### config.mk
export PLATFORM = sky130hd
export DESIGN_NAME = limb_serial_adder
export DESIGN_NICKNAME = d
export VERILOG_FILES = /design/src/rtl/limb_adder_pkg.sv /design/src/rtl/limb_add8_cin.sv /design/src/rtl/limb_serial_adder.sv
export SDC_FILE = /design/constraint.sdc
export NUM_CORES = 1
export LEC_CHECK = 0
export ABC_CLOCK_PERIOD_IN_PS = 7430
export BUFFER_PORTS_ARGS = -buffer_cell sky130_fd_sc_hd__buf_2
export CAP_MARGIN = 20
export CORE_MARGIN = 5
export CORE_UTILIZATION = 55
export CTS_CLUSTER_DIAMETER = 60
export CTS_CLUSTER_SIZE = 20
export DETAILED_ROUTE_END_ITERATION = 10
export PLACE_DENSITY_LB_ADDON = 0.08
export SYNTH_ARGS = -nofsm -noshare
export SYNTH_HDL_FRONTEND = slang
export SYNTH_SLANG_ARGS = --single-unit
### constraint.sdc
create_clock -name clk -period 7.43 [get_ports clk]
set_input_delay 0 -clock clk [delete_from_list [all_inputs] [get_ports clk]]
set_output_delay 0 -clock clk [all_outputs]
set_load 0.02 [all_outputs]
### src/rtl/limb_adder_pkg.sv
// Shared types for the limb-serial adder.
// Optional signed-overflow output: define LIMB_SERIAL_OVF_EN.
package limb_adder_pkg;

    localparam int LIMB_W = 8;

    typedef enum logic {
        IDLE,
        ACTIVE
    } state_t;

    typedef struct packed {
        logic [LIMB_W-1:0] a;
        logic [LIMB_W-1:0] b;
        logic              first;
        logic              last;
        logic              sub;
    } limb_in_t;

    // Signed overflow from operand and result sign bits; this is
    // equivalent to carry-out XOR carry-into-msb.
    function automatic logic signed_ovf(
        input logic a_msb,
        input logic b_msb,
        input logic s_msb
    );
        return (a_msb == b_msb) && (s_msb != a_msb);
    endfunction

endpackage

### src/rtl/limb_add8_cin.sv
// 8-bit Kogge-Stone prefix adder with carry-in and carry-out.
// The carry-in is folded into the bit-0 generate term.
module limb_add8_cin
    import limb_adder_pkg::*;
(
    input  logic [LIMB_W-1:0] a,
    input  logic [LIMB_W-1:0] b,
    input  logic              cin,
    output logic [LIMB_W-1:0] sum,
    output logic              cout
);

    logic [LIMB_W-1:0] gen;
    logic [LIMB_W-1:0] prop;
    logic [LIMB_W-1:0] g0;
    logic [LIMB_W-1:0] g1;
    logic [LIMB_W-1:0] p1;
    logic [LIMB_W-1:0] g2;
    logic [LIMB_W-1:0] p2;
    logic [LIMB_W-1:0] g3;

    // Three prefix levels at spans 1, 2 and 4; g3[i] is the carry
    // out of bit i including the carry-in.
    always_comb begin
        gen  = a & b;
        prop = a ^ b;
        g0   = gen;
        g0[0] = gen[0] | (prop[0] & cin);

        g1 = g0 | (prop & {g0[LIMB_W-2:0], 1'b0});
        p1 = prop & {prop[LIMB_W-2:0], 1'b1};

        g2 = g1 | (p1 & {g1[LIMB_W-3:0], 2'b00});
        p2 = p1 & {p1[LIMB_W-3:0], 2'b11};

        g3 = g2 | (p2 & {g2[LIMB_W-5:0], 4'b0000});

        sum  = prop ^ {g3[LIMB_W-2:0], cin};
        cout = g3[LIMB_W-1];
    end

endmodule

### src/rtl/limb_serial_adder.sv
// Limb-serial multi-word add/subtract, one registered limb per cycle.
// Optional out_ovf port: define LIMB_SERIAL_OVF_EN.
module limb_serial_adder
    import limb_adder_pkg::*;
#(
    parameter int MAX_LIMBS = 16
)
(
    input  logic              clk,
    input  logic              rst,
    input  logic              in_valid,
    output logic              in_ready,
    input  logic [LIMB_W-1:0] in_a,
    input  logic [LIMB_W-1:0] in_b,
    input  logic              in_first,
    input  logic              in_last,
    input  logic              in_sub,
    output logic              out_valid,
    input  logic              out_ready,
    output logic [LIMB_W-1:0] out_sum,
    output logic              out_last,
    output logic              out_cout,
    output logic              err
`ifdef LIMB_SERIAL_OVF_EN
   ,output logic              out_ovf
`endif
);

    localparam int CNT_W = $clog2(MAX_LIMBS + 1);

    state_t state;
    state_t state_d;

    limb_in_t cur;

    logic             accept;
    logic             first_eff;
    logic             sub_eff;
    logic             cin;
    logic             last_eff;
    logic             cnt_hit;
    logic             err_set;
    logic [LIMB_W-1:0] eff_b;
    logic [LIMB_W-1:0] sum;
    logic             c;

    logic             carry_q;
    logic             sub_q;
    logic [CNT_W-1:0] limb_cnt;
    logic [CNT_W-1:0] cnt_eff;
    logic [CNT_W-1:0] cnt_nxt;

    assign cur = '{
        a:     in_a,
        b:     in_b,
        first: in_first,
        last:  in_last,
        sub:   in_sub
    };

    assign in_ready = !out_valid | out_ready;
    assign accept   = in_valid & in_ready;

    // Next state plus per-limb control: first/last resolution,
    // operand inversion and carry-in selection.
    always_comb begin
        state_d   = state;
        first_eff = 1'b1;
        err_set   = 1'b0;

        unique case (state)
            IDLE: begin
                first_eff = 1'b1;
                err_set   = accept & !cur.first;
            end
            ACTIVE: begin
                first_eff = cur.first;
                err_set   = accept & cur.first;
            end
        endcase

        sub_eff  = first_eff ? cur.sub : sub_q;
        cin      = first_eff ? sub_eff : carry_q;
        eff_b    = sub_eff ? ~cur.b : cur.b;
        cnt_eff  = first_eff ? '0 : limb_cnt;
        cnt_nxt  = cnt_eff + CNT_W'(1);
        cnt_hit  = !cur.last && (cnt_nxt == CNT_W'(MAX_LIMBS));
        last_eff = cur.last | cnt_hit;

        if (accept) begin
            if (cnt_hit) begin
                err_set = 1'b1;
            end
            state_d = last_eff ? IDLE : ACTIVE;
        end
    end

    limb_add8_cin u_add (
        .a    (cur.a),
        .b    (eff_b),
        .cin  (cin),
        .sum  (sum),
        .cout (c)
    );

    // State register.
    always_ff @(posedge clk) begin
        if (rst) begin
            state <= IDLE;
        end else begin
            state <= state_d;
        end
    end

    // Inter-limb carry, packet mode and limb count.
    always_ff @(posedge clk) begin
        if (rst) begin
            carry_q  <= 1'b0;
            sub_q    <= 1'b0;
            limb_cnt <= '0;
        end else if (accept) begin
            if (last_eff) begin
                carry_q  <= 1'b0;
                sub_q    <= 1'b0;
                limb_cnt <= '0;
            end else begin
                carry_q  <= c;
                sub_q    <= sub_eff;
                limb_cnt <= cnt_nxt;
            end
        end
    end

    // Sticky protocol error, cleared only by reset.
    always_ff @(posedge clk) begin
        if (rst) begin
            err <= 1'b0;
        end else if (err_set) begin
            err <= 1'b1;
        end
    end

    // Single output register; holds while the sink stalls.
    always_ff @(posedge clk) begin
        if (rst) begin
            out_valid <= 1'b0;
            out_sum   <= '0;
            out_last  <= 1'b0;
            out_cout  <= 1'b0;
        end else if (accept) begin
            out_valid <= 1'b1;
            out_sum   <= sum;
            out_last  <= last_eff;
            out_cout  <= last_eff & c;
        end else if (out_ready) begin
            out_valid <= 1'b0;
        end
    end

`ifdef LIMB_SERIAL_OVF_EN
    // Signed overflow of the final limb, registered with the sum.
    always_ff @(posedge clk) begin
        if (rst) begin
            out_ovf <= 1'b0;
        end else if (accept) begin
            out_ovf <= last_eff &
                       signed_ovf(cur.a[LIMB_W-1], eff_b[LIMB_W-1],
                                  sum[LIMB_W-1]);
        end
    end
`endif

endmodule

==> summary.txt, run 1 <==
Pwr
  • P_sw: around 0.1 mW
  • Peak supply drop: roughly 0.11 mV
  • Clock power share: 0.231
  • Static leakage: 0.7125 nW
  • Cell Int Power: 0.1877 mW
  • Reg power frac: 0.419
  • Logic pwr share: 0.351
  • Final Power: roughly 0.29 mW
  • Net Sw Frac: 0.3461
  • P per Cell Area: 176.6 nW/um^2

Global routing
  • Met3 usage: 0.02808
  • Vias in the first global route: approximately 1200
  • Top Usage Layer GRT: met2
  • M2 GR Usage: 0.3272
  • Largest net degree at the start of global routing: 18
  • Grt met1 use: 0.2276
  • Initial antenna violation count: 0
  • First-pass GRT wire length: about 5200 um
  • Total track usage: 0.1902
  • Grt total ovfl: 0

Synth
  • Sequential element share of the synthesized area: 0.2914
  • Post-synth top area cell: dfxtp_1
  • Synth cell count leaders: 20 x dfxtp_1, 12 x nand2_1, 10 x nor2_1
  • Mapped cell area: 1374 sq um
  • Top-count cell post-synth: dfxtp_1
  • Post-Syn Instances: 151
  • Synth top area cells: dfxtp_1 29%, ha_1 8.2%, xnor2_1 5.7%
  • Number of synthesized flops with an enable pin: 0
  • FF+latch count, synth: 20
  • Syn nets: 185
  • Top cell type's share of synthesized area: 0.2914
  • Synth unique cells: 49
  • Post-synthesis async set-or-reset flop share: 0
  • Average instance area after synthesis: just over 9 sq um
  • Top_reg_cell synth: dfxtp_1
  • Synthesis Warnings: 0

Detailed routing
  • Total number of vias: 1303
  • Via density: 6.005
  • ANT nets after route: 0
  • Iteration-0 DRC Markers: 57
  • Drc violations: 0
  • DR WL/cell: 14.93 um
  • TritonRoute pass-1 iters: 4
  • Final WL: 3240 um

Critical path
  • CP arrival: 3600 ps
  • CP Class: flop to flop
  • Worst Path Required: 7690 ps
  • CP Max Fanout: 10
  • R2r worst-path depth: 9
  • CP endpoint kind: flop
  • Startpoint types: flop

Cells and area
  • Fill cells: 229
  • Fin util: 0.6682
  • Sequential cell area: 400.4 sq um
  • Multi-input gate area: 915.9 sq um
  • Nets: ~220
  • Share of cells above drive strength 1: 0.2727
  • # diodes: 0
  • Layout Cells excl Fill: 217
  • Area growth from synthesis to layout: 18.31%
  • Design area: 1625 sq um

STA
  • Slew @ Worst Pin: 650.6 ps
  • Count of final hold-check violations: 0
  • Period minus WS final: 3343 ps
  • Final period util: 0.4500
  • Clk_skew: approximately 4.6 ps
  • RSZ-0062 raised after global routing: false
  • Fmax: 299.1 MHz
  • Final WS setup: just over 4000 ps
  • Total negative slack: 0 ps
  • # setup viols final: 0
  • Slew headroom: 0.5652
  • Final Max Tran Viols: 0
  • Hold WS: 76.55 ps

Place
  • Port Buf Inserts: 35
  • Area post-placement: 1559 sq um
  • Setup WS pre-CTS: a little over 4000 ps
  • HPWL after DPL: ~2400 um
  • Placed cells: between 200 and 250
  • Final Wtd Congestion: 0.9066

Floorplan
  • Rows: 18
  • Starting density of the core: 0.5648
  • Top Ports: 36
  • Die area: 3598 sq um
  • Die width: approximately 60 um
  • Core area: between 2000 and 2500 sq um
  • Die Ht: around 60 um

Clock tree
  • Sink Count: 20
  • CTS tree: yes
  • Htree depth: 1
  • Worst-path clk slew: 120 ps
  • Post-CTS resize count: 0
  • CTS root buf: clkbuf_4
  • Number of CTS-inserted buffers: 3
  • Clk Latency, worst-skew pair: 310 ps
  • Bufs on Longest Clock Path: 2

Min path
  • Hold path cells: 2
  • Worst hold-check path type: input pin to flop

Run status
  • Run status: complete, no violations

Job
  • Max-cap violations: 0
==> placed cells by master (no fill, tap or decap), types with 2 or more instances in the layout <==
master          n
clkbuf_4        3
nand4b_1        2
a22o_1          3
a21o_1          3
nor2_1         10
mux2i_4         2
dlygate4sd3_1   3
o211ai_1        3
dfxtp_1        20
and2_1          2
o21ai_0         5
nand3_1         5
o21bai_1        3
a211oi_1        3
inv_1           7
nand2_1        12
o21ai_1         2
a211o_1         4
fa_1            2
xnor2_1         9
ha_1            9
a21oi_1         7
nand3b_1        2
nand4_1         5
buf_2          35
==> power groups by stage <==
stage	sequential, mW	combinational [mW]	clock, mW
final	0.120	0.101	0.0662
after global routing	0.121	0.111	0.0722
after CTS	0.120	0.100	0.0675
after detailed placement	0.123	0.0983	0
after global placement	0.122	0.0967	0
after floorplan	0.131	0.0622	0
==> path summary, 6_finish.rpt <==
path                                         startpoint                       end  slack (ps)
worst min register to register  out_sum[1]$_SDFFE_PP0P_   out_sum[1]$_SDFFE_PP0P_         460
worst max register to register       state$_SDFFE_PP0P_   out_sum[6]$_SDFFE_PP0P_        4090
worst min-delay path                                rst  limb_cnt[2]$_SDFFE_PP0P_          80
worst max-delay path                 state$_SDFFE_PP0P_   out_sum[6]$_SDFFE_PP0P_        4090
==> state kept, by name (all words and copies together), names as in the netlist <==
name and cells:
err 1, out_sum 8, carry_q 1, sub_q 1, state 1, limb_cnt 5
out_cout 1, out_last 1, out_valid 1
==> final cells by class <==
cell class,instances,area share
multi-input cells,117,0.5635
clock buffers,4,0.02232
flip-flops and latches,20,0.2463
well taps,30,0.02309
inverters,8,0.01848
repair buffers,38,0.1263
==> kinds of logic after synthesis <==
| group | after synthesis | synth area share |
|---|---|---|
| buffers and inverters | 14 | 0.04190 |
| XOR/XNOR | 10 | 0.06376 |
| AND/OR/NAND/NOR | 46 | 0.1776 |
| AO/OA/AOI/OAI | 47 | 0.2732 |
| multiplexers | 3 | 0.04098 |
| adder cells (fa/ha/maj) | 11 | 0.1111 |
| flip-flops | 20 | 0.2914 |
==> routing by layer <==
layer  share of wire  vias up  wire length, um
li1                -      638                -
met1            0.44      621             1430
met2            0.50       35             1604
met3           0.040        9              130
met4           0.023        0               74
met5               0        -                0
==> repair_timing <==
action                                 in CTS  in global routing
setup buffers                               0                  0
endpoints found under the hold margin       2                  0
hold buffers                                3                  0
==> worst max-delay path: stages (launching register included) <==
cell	delay (ps)
dfxtp_1	350
ha_1	400
mux2i_4	520
xnor2_1	150
fa_1	480
fa_1	460
a211oi_1	380
o21bai_1	160
a211o_1	300
nand4_1	70
(Power assumes the default switching activity.)
==> run 2, diff against run 1 <==
- ABC_CLOCK_PERIOD_IN_PS: 7430 -> 3400
- CORE_UTILIZATION: 55 -> 52
- clock period: 7.43 -> 3.4 ns (I/O delays scaled with it)
==> summary.txt, run 2 (synthesized netlist as in run 1, its figures left out) <==
Cells and area
  • Fin util: 0.6436
  • Largest registers: out_sum: 8 flops, limb_cnt: 5 flops
  • Register name with the most flops: out_sum
  • Fill cells: 244
  • Share of cells above drive strength 1: 0.2742
  • Most common cell after layout, fill and taps aside: buf_2
  • # diodes: 0
  • Largest register FFs: 8
  • Area growth from synthesis to layout: 17.12%
  • Most frequent cells in the layout: 35 x buf_2, 20 x dfxtp_1, 12 x nand2_1
  • Nets: 222

Critical path
  • R2r worst-path depth: 9
  • Worst Path Required: 3640 ps
  • R2r setup slk: 360 ps
  • FF-to-FF End: out_sum[6]$_SDFFE_PP0P_
  • CP endpoint kind: flop
  • CP Class: flop to flop
  • Startpoint types: flop
  • FF-to-FF Start: state$_SDFFE_PP0P_
  • CP arrival: 3280 ps
  • CP Max Fanout: 10

Pwr
  • Cell Int Power: 0.3854 mW
  • Clock power share: 0.187
  • P_sw: 0.2069 mW
  • Peak supply drop: 0.2281 mV
  • Net Sw Frac: 0.3493
  • Reg power frac: 0.444
  • P per Cell Area: 368.1 nW/um^2
  • Static leakage: 0.7047 nW
  • Logic pwr share: 0.369

STA
  • Slew headroom: 0.5630
  • # setup viols final: 0
  • Slew @ Worst Pin: 654.0 ps
  • Fmax: 329.0 MHz
  • Period minus WS final: slightly above 3000 ps
  • Final period util: 0.8940
  • Hold WS: ~32 ps
  • Final Max Tran Viols: 0
  • Total negative slack: 0 ps
  • Clk_skew: 0.8054 ps
  • RSZ-0062 raised after global routing: false
  • Count of final hold-check violations: 0

Job
  • Max-cap violations: 0

Place
  • Final Wtd Congestion: about 0.91
  • Port Buf Inserts: 35
  • HPWL after DPL: 2465 um

Detailed routing
  • Total number of vias: around 1300
  • ANT nets after route: 0
  • Final WL: 3158 um
  • DR WL/cell: 14.62 um
  • TritonRoute pass-1 iters: 5
  • Drc violations: 0
  • Iteration-0 DRC Markers: 46
  • Via density: 5.894

Clock tree
  • Clk Latency, worst-skew pair: slightly below 300 ps
  • Post-CTS Setup Bufs: 0
  • CTS tree: yes
  • CTS root buf: clkbuf_4
  • Htree depth: 1
  • Worst-path clk slew: 110 ps
  • Bufs on Longest Clock Path: 2
  • Sink Count: 20
  • Number of CTS-inserted buffers: 3

Floorplan
  • Rows: 18
  • Starting density of the core: 0.5495
  • Die Ht: 61.40 um
  • Top Ports: 36
  • Core area: 2500 sq um
  • Die area: between 3000 and 4000 sq um
  • Die width: 61.40 um

Global routing
  • Initial antenna violation count: 0
  • Grt total ovfl: 0
  • Vias in the first global route: 1206
  • Largest net degree at the start of global routing: 18
  • Total track usage: 0.1827
  • First-pass GRT wire length: 5230 um

Min path
  • Hold path cells: 3
  • Worst hold-check path type: input pin to flop
  • Hold endpoint: out_valid$_SDFFE_PP0P_
  • Worst Hold Launch: out_ready

Run status
  • Run status: complete, no violations
## run 2: cell types whose count changed in the layout (fill, tap and decap cells not counted), sizes merged
cell         delta
clkbuf          -1
dlygate4sd3     -1
buf             +1
## run 2: worst max path at each step
stage,startpoint,endpoint,cells past startpoint
2_1_floorplan,state$_SDFFE_PP0P_,out_sum[6]$_SDFFE_PP0P_,10
3_3_place_gp,state$_SDFFE_PP0P_,out_sum[6]$_SDFFE_PP0P_,9
3_5_place_dp,state$_SDFFE_PP0P_,out_sum[6]$_SDFFE_PP0P_,9
4_1_cts,state$_SDFFE_PP0P_,out_sum[6]$_SDFFE_PP0P_,9
5_1_grt,state$_SDFFE_PP0P_,out_sum[6]$_SDFFE_PP0P_,9
6_report,state$_SDFFE_PP0P_,out_sum[6]$_SDFFE_PP0P_,9
## run 2: final cells by class
class | instances | area, sq um | area share
Timing Repair Buffer | 38 | 202.7 | 0.1260
Inverter | 8 | 30.03 | 0.01866
Sequential cell | 20 | 400.4 | 0.2488
Multi-Input combinational cell | 117 | 915.9 | 0.5692
Clock buffer | 3 | 22.52 | 0.01400
Tap cell | 30 | 37.54 | 0.02333
## run 2: routing by layer
layer  routed length [um]  track usage  part of all wire
met1                 1428       0.2224              0.45
met2                 1555       0.3172              0.49
met3                  126      0.03774             0.040
met4                   47      0.06667             0.015
met5                    0            0                 0
## run 2: power by group through the flow
stage	Clock (mW)	Sequential [mW]	Combinational, mW
detailed placement	0	0.268	0.217
global placement	0	0.268	0.214
global route	0.128	0.265	0.244
CTS	0.114	0.263	0.219
floorplan	0	0.287	0.136
finish	0.111	0.263	0.219
## run 2: what timing repair did
item / 4_1_cts / 5_1_grt
hold endpoints to repair: 2 / 0
resized for setup: 0 / 0
hold buffers: 2 / 0
## run 2: stage by stage
stage               instance area (sq um)  power [mW]  cells  setup slack (ps)
floorplan                            1374      0.4229    151             467.1
global placement                     1567      0.4814    211             453.4
detailed placement                   1567      0.4848    211             404.1
CTS                                  1609      0.5964    216             374.8
global route                         1609      0.6359    216             164.0
finish                               1609      0.5924    216             360.5
## run 2: worst max-delay path: stages (launching register included)
cell,delay [ps]
dfxtp_1,350
ha_1,400
mux2i_4,310
xnor2_1,100
fa_1,470
fa_1,440
a211oi_1,390
o21bai_1,160
a211o_1,300
nand4_1,70
==> run 3, diff against run 2 <==
- GPL_TIMING_DRIVEN: unset -> 0
- PLACE_DENSITY_LB_ADDON: 0.08 -> 0.25
- SYNTH_HIERARCHICAL: unset -> 1
==> summary.txt, run 3 <==
Critical path
  • FF-to-FF Start: state$_SDFFE_PP0P_
  • Cell Chain, Critical Path: ha_1 > clkbuf_8 > mux2i_4 > xnor2_1 > fa_1 > fa_1 > a21oi_1 > nor2_1 > nor2_2 > o21ai_0 > a32o_1
  • Startpoint types: flop
  • CP Max Fanout: 10
  • CP endpoint kind: flop
  • Highest cell delay on the worst timing path: 480 ps
  • R2r worst-path depth: 11
  • CP arrival: ~3300 ps
  • CP Class: flop to flop
  • CP max-delay cell: mux2i_4
  • FF-to-FF End: carry_q$_SDFFE_PP0P_
  • R2r setup slk: 280 ps
  • Most used cell, CP: fa_1
  • Worst Path Required: 3610 ps

Synth
  • Syn nets: 196
  • Adder-cell area share of the yosys netlist: 0.1083
  • Post-synthesis async set-or-reset flop share: 0
  • Post-Syn Instances: 162
  • Sequential element share of the synthesized area: 0.2839
  • Mapped cell area: around 1400 sq um
  • Synthesis Warnings: 6
  • Area share of and/or/nand/nor cells after synthesis: 0.2138
  • Average instance area after synthesis: 8.704 sq um
  • Top cell type's share of synthesized area: 0.2839
  • Post-Synth XOR/XNOR Area: 0.08075
  • Compound-Gate Fraction of Synth Area: 0.2041
  • Mux cell area share after synthesis: 0.05590
  • Number of synthesized flops with an enable pin: 0
  • Top-count cell post-synth: nand2_1
  • Post-synth top area cell: dfxtp_1
  • Largest family of logic cells by synthesized area: simple AND/OR/NAND/NOR gates
  • Synth cell count leaders: 23 x nand2_1, 20 x dfxtp_1, 19 x a21oi_1
  • Top_reg_cell synth: dfxtp_1
  • FF+latch count, synth: 20
  • Synth top area cells: dfxtp_1 28%, ha_1 8.0%, a21oi_1 6.7%
  • Synth unique cells: 48

Clock tree
  • Clk Latency, worst-skew pair: 310 ps
  • Sink Count: 20
  • Post-CTS Setup Bufs: 0
  • CTS tree: yes
  • Number of CTS-inserted buffers: 3
  • Htree depth: 1
  • Worst-path clk slew: 120 ps
  • CTS root buf: clkbuf_4
  • Post-CTS resize count: 0
  • Hold Buf Count CTS: 0
  • Bufs on Longest Clock Path: 2

Global routing
  • Initial antenna violation count: 0
  • Grt total ovfl: 0
  • Largest net degree at the start of global routing: 12
  • First-pass GRT wire length: 5161 um
  • Total track usage: 0.1755
  • Vias in the first global route: 1217

Place
  • Port Buf Inserts: 35
  • Final Wtd Congestion: roughly 0.85
  • HPWL after DPL: 2578 um

Pwr
  • Peak supply drop: 0.2585 mV
  • Static leakage: 0.7301 nW
  • Cell Int Power: 0.4171 mW
  • Net Sw Frac: 0.3456
  • Logic pwr share: 0.365
  • P per Cell Area: 384.2 nW/um^2
  • Reg power frac: 0.412
  • Clock power share: 0.223
  • P_sw: 0.2203 mW

STA
  • Total negative slack: 0 ps
  • Clk_skew: approximately 8.1 ps
  • Slew @ Worst Pin: 581.8 ps
  • Hold WS: 24.80 ps
  • Final period util: 0.9174
  • Final Max Tran Viols: 0
  • # setup viols final: 0
  • Period minus WS final: 3119 ps
  • Slew headroom: 0.6092
  • Fmax: 320.6 MHz
  • RSZ-0062 raised after global routing: false
  • Count of final hold-check violations: 0

Cells and area
  • Area growth from synthesis to layout: 17.66%
  • Fin util: 0.6519
  • Nets: roughly 240
  • Fill cells: 236
  • Share of cells above drive strength 1: 0.2687
  • Register name with the most flops: out_sum
  • Most frequent cells in the layout: 36 x buf_2, 23 x nand2_1, 20 x dfxtp_1
  • Largest register FFs: 8
  • # diodes: 0
  • Largest registers: out_sum: 8 flops, limb_cnt: 5 flops
  • Most common cell after layout, fill and taps aside: buf_2

Min path
  • Hold path cells: 3
  • Hold endpoint: out_last$_SDFFE_PP0P_
  • Worst hold-check path type: input pin to flop
  • Worst Hold Launch: rst

Floorplan
  • Rows: 18
  • Starting density of the core: 0.5541
  • Core area: 2545 sq um
  • Die Ht: between 60 and 70 um
  • Top Ports: 36
  • Die area: ~3900 sq um
  • Die width: 62.08 um

Detailed routing
  • Via density: approximately 5.5
  • ANT nets after route: 0
  • Total number of vias: 1277
  • Iteration-0 DRC Markers: 53
  • Final WL: 3225 um
  • Drc violations: 0
  • TritonRoute pass-1 iters: 4
  • DR WL/cell: about 14 um

Run status
  • Run status: complete, no violations

Job
  • Max-cap violations: 0
run 3: cell count changes after synthesis, sizes merged, moves of 4 or more:
cell / delta
a21oi: +11
nor2b: +5
a211o: -4
nor3: +5
nand2: +13
nand4: -4
run 3: worst max-delay path by stage:
stage	cells past startpoint	startpoint	slack, ps	endpoint
floorplan	11	state$_SDFFE_PP0P_	670	carry_q$_SDFFE_PP0P_
global placement	11	state$_SDFFE_PP0P_	350	carry_q$_SDFFE_PP0P_
detailed placement	11	state$_SDFFE_PP0P_	310	carry_q$_SDFFE_PP0P_
CTS	11	state$_SDFFE_PP0P_	270	carry_q$_SDFFE_PP0P_
global route	11	state$_SDFFE_PP0P_	90	carry_q$_SDFFE_PP0P_
finish	11	state$_SDFFE_PP0P_	280	carry_q$_SDFFE_PP0P_
run 3: kinds of logic after synthesis:
logic type	Yosys count
multiplexers	6
AO/OA/AOI/OAI	41
flip-flops	20
AND/OR/NAND/NOR	59
buffers and inverters	12
adder cells (fa/ha/maj)	11
XOR/XNOR	13
run 3: area by class of cell:
cell class	instances	area (sq um)	share of cell area
clock buffers	4	36.28	0.02187
inverters	6	22.52	0.01357
multi-input cells	130	934.6	0.5633
plain buffers	6	52.55	0.03167
flip-flops and latches	20	400.4	0.2413
well taps	30	37.54	0.02262
repair buffers	35	175.2	0.1056
run 3: per-stage QoR:
stage / setup slack, ps / total power, mW / area [sq um] / cells
after global placement: 353.8 / 0.4902 / 1623 / 227
after global routing: 86.05 / 0.6798 / 1659 / 231
after CTS: 271.7 / 0.6402 / 1659 / 231
final: 280.7 / 0.6374 / 1659 / 231
after floorplan: 666.5 / 0.4378 / 1410 / 162
after detailed placement: 306.5 / 0.5005 / 1623 / 227
run 3: worst max-delay path, delay by kind of cell (launching register included):
| family | cells | cell delay, ps |
|---|---|---|
| xor+xnor | 1 | 160 |
| flops | 1 | 350 |
| mux | 1 | 480 |
| compound gates | 3 | 620 |
| simple gates | 2 | 200 |
| fa+ha+maj | 3 | 1030 |
| buf+inv | 1 | 170 |
run 3: power groups by stage:
stage          Sequential, mW  Combinational [mW]  Clock, mW
2_1_floorplan           0.286               0.152          0
3_3_place_gp            0.266               0.224          0
3_5_place_dp            0.268               0.232          0
4_1_cts                 0.263               0.233      0.144
5_1_grt                 0.266               0.259      0.156
6_report                0.263               0.233      0.142
run 3: metal layers:
layer	track usage	wire length (um)	up-vias
met5	0	0	-
met4	0.01818	10	0
met3	0.01860	192	2
met2	0.3269	1592	38
met1	0.2228	1430	588
li1	-	-	649
